`config.mk`:
```
export PLATFORM = sky130hd
export DESIGN_NAME = turn_step_ctrl
export DESIGN_NICKNAME = d
export VERILOG_FILES = /design/src/rtl/game_pkg.sv /design/src/rtl/player_rotator.sv /design/src/rtl/turn_step_ctrl.sv
export SDC_FILE = /design/constraint.sdc
export NUM_CORES = 1
export LEC_CHECK = 0
export BUFFER_PORTS_ARGS = -buffer_cell sky130_fd_sc_hd__clkbuf_2
export CORE_MARGIN = 8
export CORE_UTILIZATION = 54
export DETAILED_ROUTE_END_ITERATION = 16
export GPL_TIMING_DRIVEN = 1
export MAX_ROUTING_LAYER = met4
export PLACE_DENSITY = 0.83
export SETUP_SLACK_MARGIN = 0.2
export SLEW_MARGIN = 20
export SYNTH_ARGS = -nofsm -noshare
export SYNTH_HDL_FRONTEND = slang
export SYNTH_HIERARCHICAL = 1
export SYNTH_SLANG_ARGS = --single-unit
```
`constraint.sdc`:
```
create_clock -name clk -period 4.8 [get_ports clk]
set_input_delay 0.48 -clock clk [delete_from_list [all_inputs] [get_ports clk]]
set_output_delay 0.48 -clock clk [all_outputs]
set_load 0.01 [all_outputs]
```
`src/rtl/game_pkg.sv`:
```
// Shared game definitions: mode codes, turn FSM states and player limits.
// The per-player position counters import the same mode constants.
package game_pkg;

    localparam logic [2:0] MODE_SETUP  = 3'b010;
    localparam logic [2:0] MODE_PLAY   = 3'b011;
    localparam int         MAX_PLAYERS = 4;
    localparam logic [4:0] STREAK_MAX  = 5'd31;

    typedef enum logic [2:0] {
        ST_IDLE      = 3'd0,
        ST_WAIT_FLIP = 3'd1,
        ST_JUDGE     = 3'd2,
        ST_STEP      = 3'd3,
        ST_GAP       = 3'd4
    } turn_state_e;

    // Effective player count: anything at or below 2 plays as 2, anything at or above 4 plays as 4.
    function automatic logic [2:0] clamp_players(input logic [2:0] n);
        if (n <= 3'd2) begin
            return 3'd2;
        end else if (n >= 3'd4) begin
            return 3'd4;
        end else begin
            return n;
        end
    endfunction

endpackage

```
`src/rtl/player_rotator.sv`:
```
// Next-player index: advances the active player and wraps modulo the clamped player count.
// An index already at or beyond the player count (count lowered mid-game) wraps straight to 0.
module player_rotator
    import game_pkg::*;
(
    input  logic [1:0] cur_i,
    input  logic [2:0] n_i,
    output logic [1:0] next_o
);

    logic [2:0] nEff;
    logic [2:0] incr;

    // Compare the incremented index against the clamped count and wrap to 0 when it runs off the end.
    always_comb begin
        nEff   = clamp_players(n_i);
        incr   = {1'b0, cur_i} + 3'd1;
        next_o = (incr >= nEff) ? 2'd0 : incr[1:0];
    end

endmodule

```
`src/rtl/turn_step_ctrl.sv`:
```
// Turn/step controller: judges each card flip against the tile ahead of the active player.
// A match sends a one-cycle step strobe to that player's position counter; a miss passes the turn.
module turn_step_ctrl
    import game_pkg::*;
#(
    parameter int STEP_GAP = 2,
    parameter int CARD_W   = 4
)
(
    input  logic                   clk,
    input  logic                   rst,
    input  logic [2:0]             M,
    input  logic [2:0]             N,
    input  logic                   flip_valid,
    input  logic [CARD_W-1:0]      flip_card,
    input  logic [CARD_W-1:0]      tile_ahead,
    output logic                   D,
    output logic [MAX_PLAYERS-1:0] p_da,
    output logic [1:0]             cur_player,
    output logic                   turn_over,
    output logic [4:0]             streak
);

    localparam int GAP_W = (STEP_GAP > 1) ? $clog2(STEP_GAP) : 1;
    localparam logic [GAP_W-1:0] GAP_LAST = GAP_W'((STEP_GAP > 0) ? STEP_GAP - 1 : 0);
    localparam turn_state_e AFTER_STEP = (STEP_GAP == 0) ? ST_WAIT_FLIP : ST_GAP;

    turn_state_e       state_q;
    turn_state_e       state_d;
    logic [CARD_W-1:0] flipCard_q;
    logic [CARD_W-1:0] tileAhead_q;
    logic [1:0]        curPlayer_q;
    logic [4:0]        streak_q;
    logic [GAP_W-1:0]  gap_q;
    logic [1:0]        nextPlayer;
    logic              modeSetup;
    logic              modePlay;
    logic              isMatch;

    assign modeSetup = (M == MODE_SETUP);
    assign modePlay  = (M == MODE_PLAY);
    assign isMatch   = (flipCard_q == tileAhead_q);

    player_rotator uRotator (
        .cur_i  (curPlayer_q),
        .n_i    (N),
        .next_o (nextPlayer)
    );

    // State register; reset and SETUP both return the game to IDLE.
    always_ff @(posedge clk) begin
        if (rst) begin
            state_q <= ST_IDLE;
        end else begin
            state_q <= state_d;
        end
    end

    // Next-state: SETUP wins, HOLD freezes (a pending step is consumed silently), PLAY runs the turn.
    always_comb begin
        state_d = state_q;
        if (modeSetup) begin
            state_d = ST_IDLE;
        end else if (!modePlay) begin
            if (state_q == ST_STEP) begin
                state_d = AFTER_STEP;
            end
        end else begin
            case (state_q)
                ST_IDLE:      state_d = ST_WAIT_FLIP;
                ST_WAIT_FLIP: if (flip_valid) state_d = ST_JUDGE;
                ST_JUDGE:     state_d = isMatch ? ST_STEP : ST_WAIT_FLIP;
                ST_STEP:      state_d = AFTER_STEP;
                ST_GAP:       if (gap_q == GAP_LAST) state_d = ST_WAIT_FLIP;
                default:      state_d = ST_IDLE;
            endcase
        end
    end

    // Turn bookkeeping: flip latch, active player, match streak and post-step settle counter.
    always_ff @(posedge clk) begin
        if (rst) begin
            flipCard_q  <= '0;
            tileAhead_q <= '0;
            curPlayer_q <= 2'd0;
            streak_q    <= 5'd0;
            gap_q       <= '0;
        end else if (modeSetup) begin
            curPlayer_q <= 2'd0;
            streak_q    <= 5'd0;
            gap_q       <= '0;
        end else begin
            if (modePlay && state_q == ST_WAIT_FLIP && flip_valid) begin
                flipCard_q  <= flip_card;
                tileAhead_q <= tile_ahead;
            end
            if (modePlay && state_q == ST_JUDGE) begin
                if (isMatch) begin
                    streak_q <= (streak_q == STREAK_MAX) ? STREAK_MAX : streak_q + 5'd1;
                end else begin
                    streak_q    <= 5'd0;
                    curPlayer_q <= nextPlayer;
                end
            end
            if (state_q == ST_GAP) begin
                if (modePlay) begin
                    gap_q <= gap_q + GAP_W'(1);
                end
            end else begin
                gap_q <= '0;
            end
        end
    end

    // Outputs: strobe and turn pulse only while actually playing, so HOLD and SETUP silence them.
    always_comb begin
        D          = 1'b0;
        p_da       = '0;
        turn_over  = 1'b0;
        cur_player = curPlayer_q;
        streak     = streak_q;
        if (modePlay) begin
            if (state_q == ST_STEP) begin
                D    = 1'b1;
                p_da = MAX_PLAYERS'(1) << curPlayer_q;
            end
            if (state_q == ST_JUDGE && !isMatch) begin
                turn_over = 1'b1;
            end
        end
    end

endmodule

```
==> out/qor.csv, run 1 <==
metric;value;unit
TritonCTS buffer count;3;
# rows;16;
Vias/cell;5.43;
die span in y;59.8;µm
H-Tree Level Count;1;
Slew Limit Headroom;47.5;%
DP HPWL;1.79;mm
Design Area, Final;0.00122;mm²
clk_lat worst skew;0.30;ns
Worst Setup End Kind;primary output;
Pre-Repair DR Iteration Count;4;
Mapped Area;0.00104;mm²
Critical R2R Launch;cur_player[0]$_SDFFE_PP0P_;
antenna violations before repair;0;
Arr. time, crit path;1.82;ns
Hold WC Path Type;in2reg;
P_leak;0.616;nW
GP Congestion;0.786;
status;complete, no violations;
initial DRC count;20;
Syn. warnings;6;
hold_ws;0.410;ns
Reg-to-Reg End;cur_player[0]$_SDFFE_PP0P_;
syn nets;142;
crit-path cells;clkbuf_2 -> nand3b_1 -> or4_4 -> nor2_4 -> clkbuf_2;
unrepaired setup endpoints after global routing;no;
Clock Sinks;19;
P per Cell Area;216;mW/mm²
max cap viols;0;
first-pass GRT wire length;3.79;mm
Peak supply drop;0.000183;V
Final #Nets;170;
setup repair bufs after CTS;0;
Inserted Diodes;0;
max-slew violations;0;
CTS Buffer Depth;2;
die area;0.00358;mm²
gr usage total;14.3;%
fin crit period;2.30;ns
Post-CTS Hold Buffers;0;
R2R depth;6;
dominant cell type by area after synthesis;dfxtp_1;
pin count of the biggest net entering global routing;11;
CTS tree;yes;
Detail Route Antenna Nets;0;
Crit. Startpoint;M[2];
Synth top area share;36.7;%
synthesized flop and latch total;19;
syn_area_per_cell;8.63;µm²
Worst path depth;5;
crit-path leading delay family;simple AND/OR/NAND/NOR gates;
worst setup path category;in2out;
most frequent cells in the layout;clkbuf_2, dfxtp_1, nor2_1;
crit path max fanout;10;
Max Fclk;435;MHz
Layout Cells excl Fill;174;
Total Wirelength;2.28;mm
biggest cell delay along the critical path;0.56;ns
commonest non-fill, non-tap cell in the layout;clkbuf_2;
placed instance count;170;
DIE WIDTH;59.8;µm
Worst setup SP type;input pin;
Root Driver;clkbuf_4;
GRT overflow;0;
layout filler cell count;171;
initial core utilization;55.1;%
clk_skew;0.00418;ns
Post-CTS Resized;0;
PortBufs;29;
via count of the first global-routing pass;939;
core area;0.00188;mm²
crit path max-delay cell type;or4_4;
WP data required;4.32;ns
Worst-Margin Slew;0.780;ns
Setup TNS Final;0;ns
cells after synthesis;120;
DR WL/cell;13.1;µm
Worst R2R Setup Slack;2.99;ns
Top Ports;30;
Synth area leaders;dfxtp_1, mux2i_1, ha_1;
Critical Path Sink;turn_over;
synth unique cells;32;
area added between synthesis and finish;17.5;%
Setup-failing EPs final;0;
layout cells sized above 1;24.5;%
clock slew at reported path FFs;0.10;ns
Seq/Total Area, Yosys;36.7;%
Tcrit/Tclk final;47.8;%
Bufs and invs on worst path;2;
Final Hold Viols;0;
CP dominant cell by count;clkbuf_2;
drt drc;0;
total number of vias;945;
dpl cell area;0.00119;mm²
==> cells by family (layout without fill, tap and decap cells) <==
group,after synthesis,count (layout),share of synthesized area (%)
simple gates,51,51,27.8
xor+xnor,5,5,4.23
flops,19,19,36.7
fa+ha+maj,5,5,6.04
mux,10,10,9.66
compound gates,20,20,11.8
buf+inv,10,37,3.74
==> synthesized netlist by cell type <==
cell      count
nor2_4        1
nand3_1       5
buf_2         1
ha_1          5
a21oi_1      11
nor4_4        1
a311oi_1      2
a21o_1        2
nor2_1       13
nand2b_1      4
dfxtp_1      19
xor2_1        5
or4b_1        1
or4_1         1
and3_1        3
nor3_1        5
mux2i_1      10
or2_2         1
nor4_1        1
o21ai_0       1
a41oi_1       1
nor3b_1       2
or4_4         1
a31oi_1       1
inv_1         4
o22ai_1       1
and3b_1       1
nand3b_1      1
nand2_1       9
nand4_1       1
clkbuf_1      5
o31a_1        1
==> report_power, final <==
| part | switching [W] | internal (W) |
|---|---|---|
| logic | 0.0000111 | 0.00000986 |
| clock network | 0.0000487 | 0.0000324 |
| registers | 0.00000214 | 0.000159 |
==> flip-flops by register name, summed over array words and instances (netlist names) <==
signal	flops
streak	5
flipCard_q	4
tileAhead_q	4
state_q	3
cur_player	2
gap_q	1
==> metrics by stage <==
stage                     total power [W]  setup WS (ns)  util, %
after floorplan                  0.000177           2.65        -
after global placement           0.000184           2.56     63.3
after detailed placement         0.000185           2.51     63.3
after CTS                        0.000265           2.49     64.7
after global routing             0.000277           2.33     64.7
final                            0.000263           2.50     64.7
==> area by class of cell <==
class	instances	area, µm²	area share, %
Timing Repair Buffer	29	145	11.9
Tap cell	27	33.8	2.77
Multi-Input combinational cell	91	617	50.7
Sequential cell	19	380	31.2
Clock buffer	4	26.3	2.16
Inverter	4	15.0	1.23
==> worst min path at each step <==
stage | end | slack (ns) | depth (start not counted) | startpoint
floorplan | flipCard_q[3]$_SDFFE_PP0P_ | 0.48 | 2 | flipCard_q[3]$_SDFFE_PP0P_
global placement | streak[1]$_SDFFE_PP0P_ | 0.49 | 2 | streak[1]$_SDFFE_PP0P_
detailed placement | streak[1]$_SDFFE_PP0P_ | 0.49 | 2 | streak[1]$_SDFFE_PP0P_
CTS | flipCard_q[2]$_SDFFE_PP0P_ | 0.40 | 3 | flip_card[2]
global route | flipCard_q[2]$_SDFFE_PP0P_ | 0.41 | 3 | flip_card[2]
finish | flipCard_q[2]$_SDFFE_PP0P_ | 0.41 | 3 | flip_card[2]
==> tightest hold or removal path, delay by kind of cell <==
kind | cells | cell delay, ns
muxes | 1 | 0.05
and+or+nand+nor | 1 | 0.07
buffers and inverters | 1 | 0.07
==> routing by layer <==
metal  vias to the layer above  global-route usage [%]  part of all wire [%]
met5                         -                       -                     0
met4                         0                    5.78                  0.61
met3                         2                    4.30                   4.1
met2                        20                    24.3                    50
met1                       436                    15.2                    45
li1                        487                       -                     -
Note: power is estimated with default switching activity, not from simulation.
==> run 2, diff against run 1 <==
Settings changed: ABC_AREA set to 1, CORE_UTILIZATION 54 to 46, PLACE_DENSITY 0.83 to 0.74.
Clock period 4.8 ns to 2.1 ns, I/O delays scaled along.
==> run 2 against run 1 <==
Setup slack got worse by 2.1 ns; non-clock buffer count stayed put; clock power rose by 130%; worst hold slack got worse by 0.24 ns; sequential share of layout area is 2.4 points lower; cell count rose by 26%; area after synthesis up 8.5%; final area rose by 8.6%.
==> out/qor.csv, run 2 <==
metric;value;unit
CP dominant cell by count;clkinv_4;
CTS tree;yes;
Final Hold Viols;0;
Crit. Startpoint;state_q[1]$_SDFFE_PP0P_;
Bufs and invs on worst path;4;
initial core utilization;47.1;%
Worst setup SP type;flop;
Post-Synth XOR/XNOR Area;3.12;%
Slew Limit Headroom;78.6;%
drt drc;0;
Layout Cells excl Fill;220;
layout cells sized above 1;30.0;%
dominant cell type by area after synthesis;dfxtp_1;
WP data required;1.89;ns
crit path max fanout;6;
Clock Sinks;19;
setup slack at placement;0.457;ns
Tcrit/Tclk final;79.7;%
Hold WC Path Type;in2reg;
worst setup path category;reg2out;
Hold Startpoint;tile_ahead[1];
P_leak;0.631;nW
Mapped Area;0.00112;mm²
Post-synth top cells;nand2_1, inv_1, dfxtp_1;
placed instance count;216;
crit-path cells;inv_2 -> nor3_2 -> nand2_2 -> clkinv_4 -> nand2_4 -> clkinv_4 -> clkbuf_2;
fin crit period;1.67;ns
number of flip-flops in the largest register;5;
Root Driver;clkbuf_4;
most frequent cell after synthesis;nand2_1;
asr flop ratio synth;0;%
unrepaired setup endpoints after global routing;no;
Synth area leaders;dfxtp_1, nand2_1, inv_1;
post-synthesis mux area share;0;%
GRT overflow;0;
core area;0.00239;mm²
Final WS setup;0.426;ns
Synth Area in Simple Gates;30.2;%
DR WL/cell;10.8;µm
most frequent cells in the layout;nand2_1, clkbuf_2, inv_1;
Vias/cell;4.81;
die span in y;65.4;µm
first-pass GRT wire length;4.13;mm
main combinational cell family by area after synthesis;simple AND/OR/NAND/NOR gates;
Adder-Cell Fraction of Synth Area;5.57;%
TritonCTS buffer count;3;
via count of the first global-routing pass;1019;
CTS Buffer Depth;2;
most frequently used flop master after synthesis;dfxtp_1;
Synth Area in Compound Gates;15.4;%
Inserted Diodes;0;
Top Ports;30;
H-Tree Level Count;1;
P per Cell Area;449;mW/mm²
final core occ;55.4;%
Syn. warnings;6;
GP Congestion;0.814;
max cap viols;0;
syn_area_per_cell;7.07;µm²
cells after synthesis;159;
crit path max-delay cell type;dfxtp_1;
Pre-Repair DR Iteration Count;4;
Seq/Total Area, Yosys;33.9;%
Total Wirelength;2.38;mm
biggest cell delay along the critical path;0.45;ns
layout filler cell count;243;
Arr. time, crit path;1.46;ns
Setup-failing EPs final;0;
Post-CTS Hold Buffers;0;
PortBufs;29;
Max Fclk;597;MHz
Final #Nets;213;
initial DRC count;65;
clk_lat worst skew;0.30;ns
Post-synth EDFFs;0;
Post-CTS Resized;0;
Worst R2R Setup Slack;0.43;ns
Detail Route Antenna Nets;0;
syn nets;181;
Critical R2R Launch;cur_player[0]$_SDFFE_PP0P_;
antenna violations before repair;0;
clock slew at reported path FFs;0.11;ns
synthesized flop and latch total;19;
synth unique cells;25;
DP HPWL;1.97;mm
clk_skew;0.00814;ns
DIE WIDTH;65.4;µm
# rows;18;
total number of vias;1059;
setup repair bufs after CTS;0;
max-slew violations;0;
area added between synthesis and finish;17.7;%
Setup TNS Final;0;ns
crit-path leading delay family;flip-flops;
Peak supply drop;0.000440;V
Worst Setup End Kind;primary output;
status;complete, no violations;
die area;0.00428;mm²
gr usage total;11.9;%
Synth top area share;33.9;%
Worst-Margin Slew;0.320;ns
pin count of the biggest net entering global routing;17;
commonest non-fill, non-tap cell in the layout;nand2_1;
run 2: cell count changes after synthesis, sizes merged, moves of 3 or more:
cell / delta
a21oi: +8
and3: -3
clkbuf: -4
o21ai: +10
nand2: +26
nand3: +9
inv: +23
nand2b: -4
mux2i: -10
run 2: logic make-up after synthesis:
family / count (synthesis)
AND/OR/NAND/NOR: 70
AO/OA/AOI/OAI: 30
adder cells (fa/ha/maj): 5
flip-flops: 19
XOR/XNOR: 4
buffers and inverters: 31
run 2: area by class of cell:
type	count	area (µm²)	share of cell area, %
clock buffer	3	22.5	1.70
clock inverter	1	5.00	0.378
inverter	29	119	8.99
multi-input combinational	109	612	46.3
sequential	19	382	28.9
tap	30	37.5	2.84
timing repair buffer	29	145	11.0
run 2: final timing paths:
path	endpoint	cells past startpoint
max	turn_over	7
min reg2reg	flipCard_q[2]$_SDFFE_PP0P_	2
min	tileAhead_q[1]$_SDFFE_PP0P_	3
max reg2reg	cur_player[1]$_SDFFE_PP0P_	9
run 2: worst reg2reg max path: stages, from the launching register on:
cell and delay (ns):
dfxtp_1 0.50, ha_1 0.30, ha_1 0.30, nand2_1 0.06, inv_1 0.04, nand2_1 0.06
nand2_1 0.08, nor2_1 0.11, nand2_2 0.06, a21oi_2 0.10
run 2: metrics by stage:
step | power, W | hold slack [ns] | area, µm²
floorplan | 0.000395 | 0.367 | 1120
global placement | 0.000415 | 0.443 | 1290
detailed placement | 0.000417 | 0.449 | 1290
CTS | 0.000600 | 0.167 | 1320
global route | 0.000619 | 0.170 | 1320
finish | 0.000593 | 0.167 | 1320
run 2: power breakdown:
| group | internal [W] | leakage (nW) | switching, W |
|---|---|---|---|
| clock network | 0.0000711 | 0.0177 | 0.000114 |
| registers | 0.000361 | 0.153 | 0.000000455 |
| logic | 0.0000200 | 0.460 | 0.0000276 |
run 2: metal layers:
layer / global-route usage, % / wire length [µm] / vias up
li1: - / - / 569
met5: - / 0 / -
met4: 3.27 / 32 / 0
met3: 3.23 / 90 / 4
met1: 13.2 / 1060 / 470
met2: 20.5 / 1190 / 16
==> run 3, diff against run 2 <==
Settings changed: CORE_UTILIZATION 46 to 51, PLACE_DENSITY 0.74 to 0.78.
Clock period 2.1 ns to 1.72 ns, I/O delays scaled along.
==> run 3 against run 2 <==
Clock-buffer cell count grew 1; final area grew 13%; critical path depth decreased by 1; largest cell class unchanged; largest power group unchanged; worst hold slack got worse by 0.030 ns; critical path type unchanged; sequential power rose by 20%; cell count grew 4.1%; clock power rose by 20%; combinational power grew 25%; global-route usage grew 0.42 points.
==> out/qor.csv, run 3 (same netlist as run 2, synthesis figures left out) <==
metric;value;unit
status;complete, no violations;
GRT overflow;0;
Slew Limit Headroom;81.7;%
antenna violations before repair;0;
biggest cell delay along the critical path;0.40;ns
unrepaired setup endpoints after global routing;yes;
crit-path cells;inv_4 -> nand3_4 -> nor2_4 -> inv_1 -> nor3_1 -> buf_2;
crit path max fanout;6;
Clock Sinks;19;
Arr. time, crit path;1.36;ns
met1 global-route usage;13.3;%
Tcrit/Tclk final;88.8;%
busiest layer in global routing;met2;
Post-CTS Hold Buffers;0;
GP Congestion;0.782;
CTS Buffer Depth;2;
PortBufs;29;
DP HPWL;1.74;mm
met2 Usage GRT;19.6;%
initial core utilization;52.3;%
clock slew at reported path FFs;0.10;ns
DR WL/cell;11.0;µm
Worst setup SP type;flop;
fin crit period;1.53;ns
via count of the first global-routing pass;1015;
Total Wirelength;2.52;mm
Detail Route Antenna Nets;0;
Worst Setup End Kind;primary output;
hold_ws;0.137;ns
TritonCTS buffer count;3;
Hold WC Path Type;in2reg;
max-slew violations;0;
Root Driver;clkbuf_4;
Final Hold Viols;0;
most frequent cells in the layout;nand2_1, clkbuf_2, inv_1;
setup slack at placement;0.223;ns
Final WS setup;0.192;ns
pin count of the biggest net entering global routing;17;
Worst-Margin Slew;0.274;ns
dpl cell area;0.00129;mm²
WP data required;1.55;ns
first-pass GRT wire length;4.04;mm
Worst R2R Setup Slack;0.29;ns
crit-path leading delay family;flip-flops;
Final #Nets;224;
layout filler cell count;184;
Pre-Repair DR Iteration Count;4;
Design Area, Final;0.00149;mm²
P per Cell Area;479;mW/mm²
Top Ports;30;
Peak supply drop;0.000432;V
Setup TNS Final;0;ns
Bufs and invs on worst path;3;
worst setup path category;reg2out;
commonest non-fill, non-tap cell in the layout;nand2_1;
initial DRC count;47;
clk_lat worst skew;0.29;ns
core area;0.00215;mm²
crit path max-delay cell type;dfxtp_4;
CTS tree;yes;
max cap viols;0;
gr usage total;12.3;%
Setup-failing EPs final;0;
# rows;17;
number of flip-flops in the largest register;5;
clk_skew;0.00518;ns
die span in y;62.9;µm
drt drc;0;
total number of vias;1119;
P_leak;0.687;nW
Inserted Diodes;0;
H-Tree Level Count;1;
DIE WIDTH;62.9;µm
Pwr Total;0.000716;W
Vias/cell;4.89;
area added between synthesis and finish;33.0;%
layout cells sized above 1;41.3;%
Max Fclk;655;MHz
GR Util met3;2.33;%
die area;0.00396;mm²
run 3: changes by cell type in the layout (fill, tap and decap cells not counted), sizes merged:
cell    previous run  this run
buf                0        14
clkbuf            32        30
clkinv             3         2
run 3: final timing paths:
kind                                                   from                          end  cells after the start
worst min register to register  tileAhead_q[1]$_SDFFE_PP0P_  tileAhead_q[1]$_SDFFE_PP0P_                      2
worst max-delay path                state_q[2]$_SDFFE_PP0P_                      p_da[2]                      6
worst max register to register   cur_player[0]$_SDFFE_PP0P_   cur_player[1]$_SDFFE_PP0P_                      9
worst min-delay path                          tile_ahead[1]  tileAhead_q[1]$_SDFFE_PP0P_                      3
run 3: layer usage:
metal  share of wire (%)  up-vias
met5                   0        -
met4                 1.4        0
met3                 3.8        2
met2                  51       30
met1                  44      498
li1                    -      589
run 3: area by class of cell:
cell class,instances,area (µm²),area share (%)
repair buffers,40,234,15.7
inverters,29,121,8.12
flip-flops and latches,19,402,26.9
multi-input cells,109,676,45.2
clock buffers,4,26.3,1.76
well taps,28,35.0,2.35
run 3: what timing repair did:
item / CTS / global route
setup buffers: 3 / 8
pin swaps: 5 / 6
endpoints found under the setup margin: 5 / 8
endpoints found under the hold margin: 0 / 0
gates resized for setup: 11 / 19
run 3: through the flow:
step,utilization (%),instances
after floorplan,-,159
after global placement,60.0,214
after detailed placement,60.0,214
after CTS,63.8,221
after global routing,69.5,229
final,69.5,229
run 3: worst min-delay path, cell delays in order:
cell	delay (ns)
clkbuf_2	0.08
o21ai_2	0.06
a21oi_2	0.09
run 3: power breakdown:
group	internal, W	total, W	switching, W
Combinational	0.0000248	0.0000594	0.0000346
Sequential	0.000434	0.000435	0.000000729
Clock	0.0000903	0.000222	0.000132
Total	0.000549	0.000716	0.000167
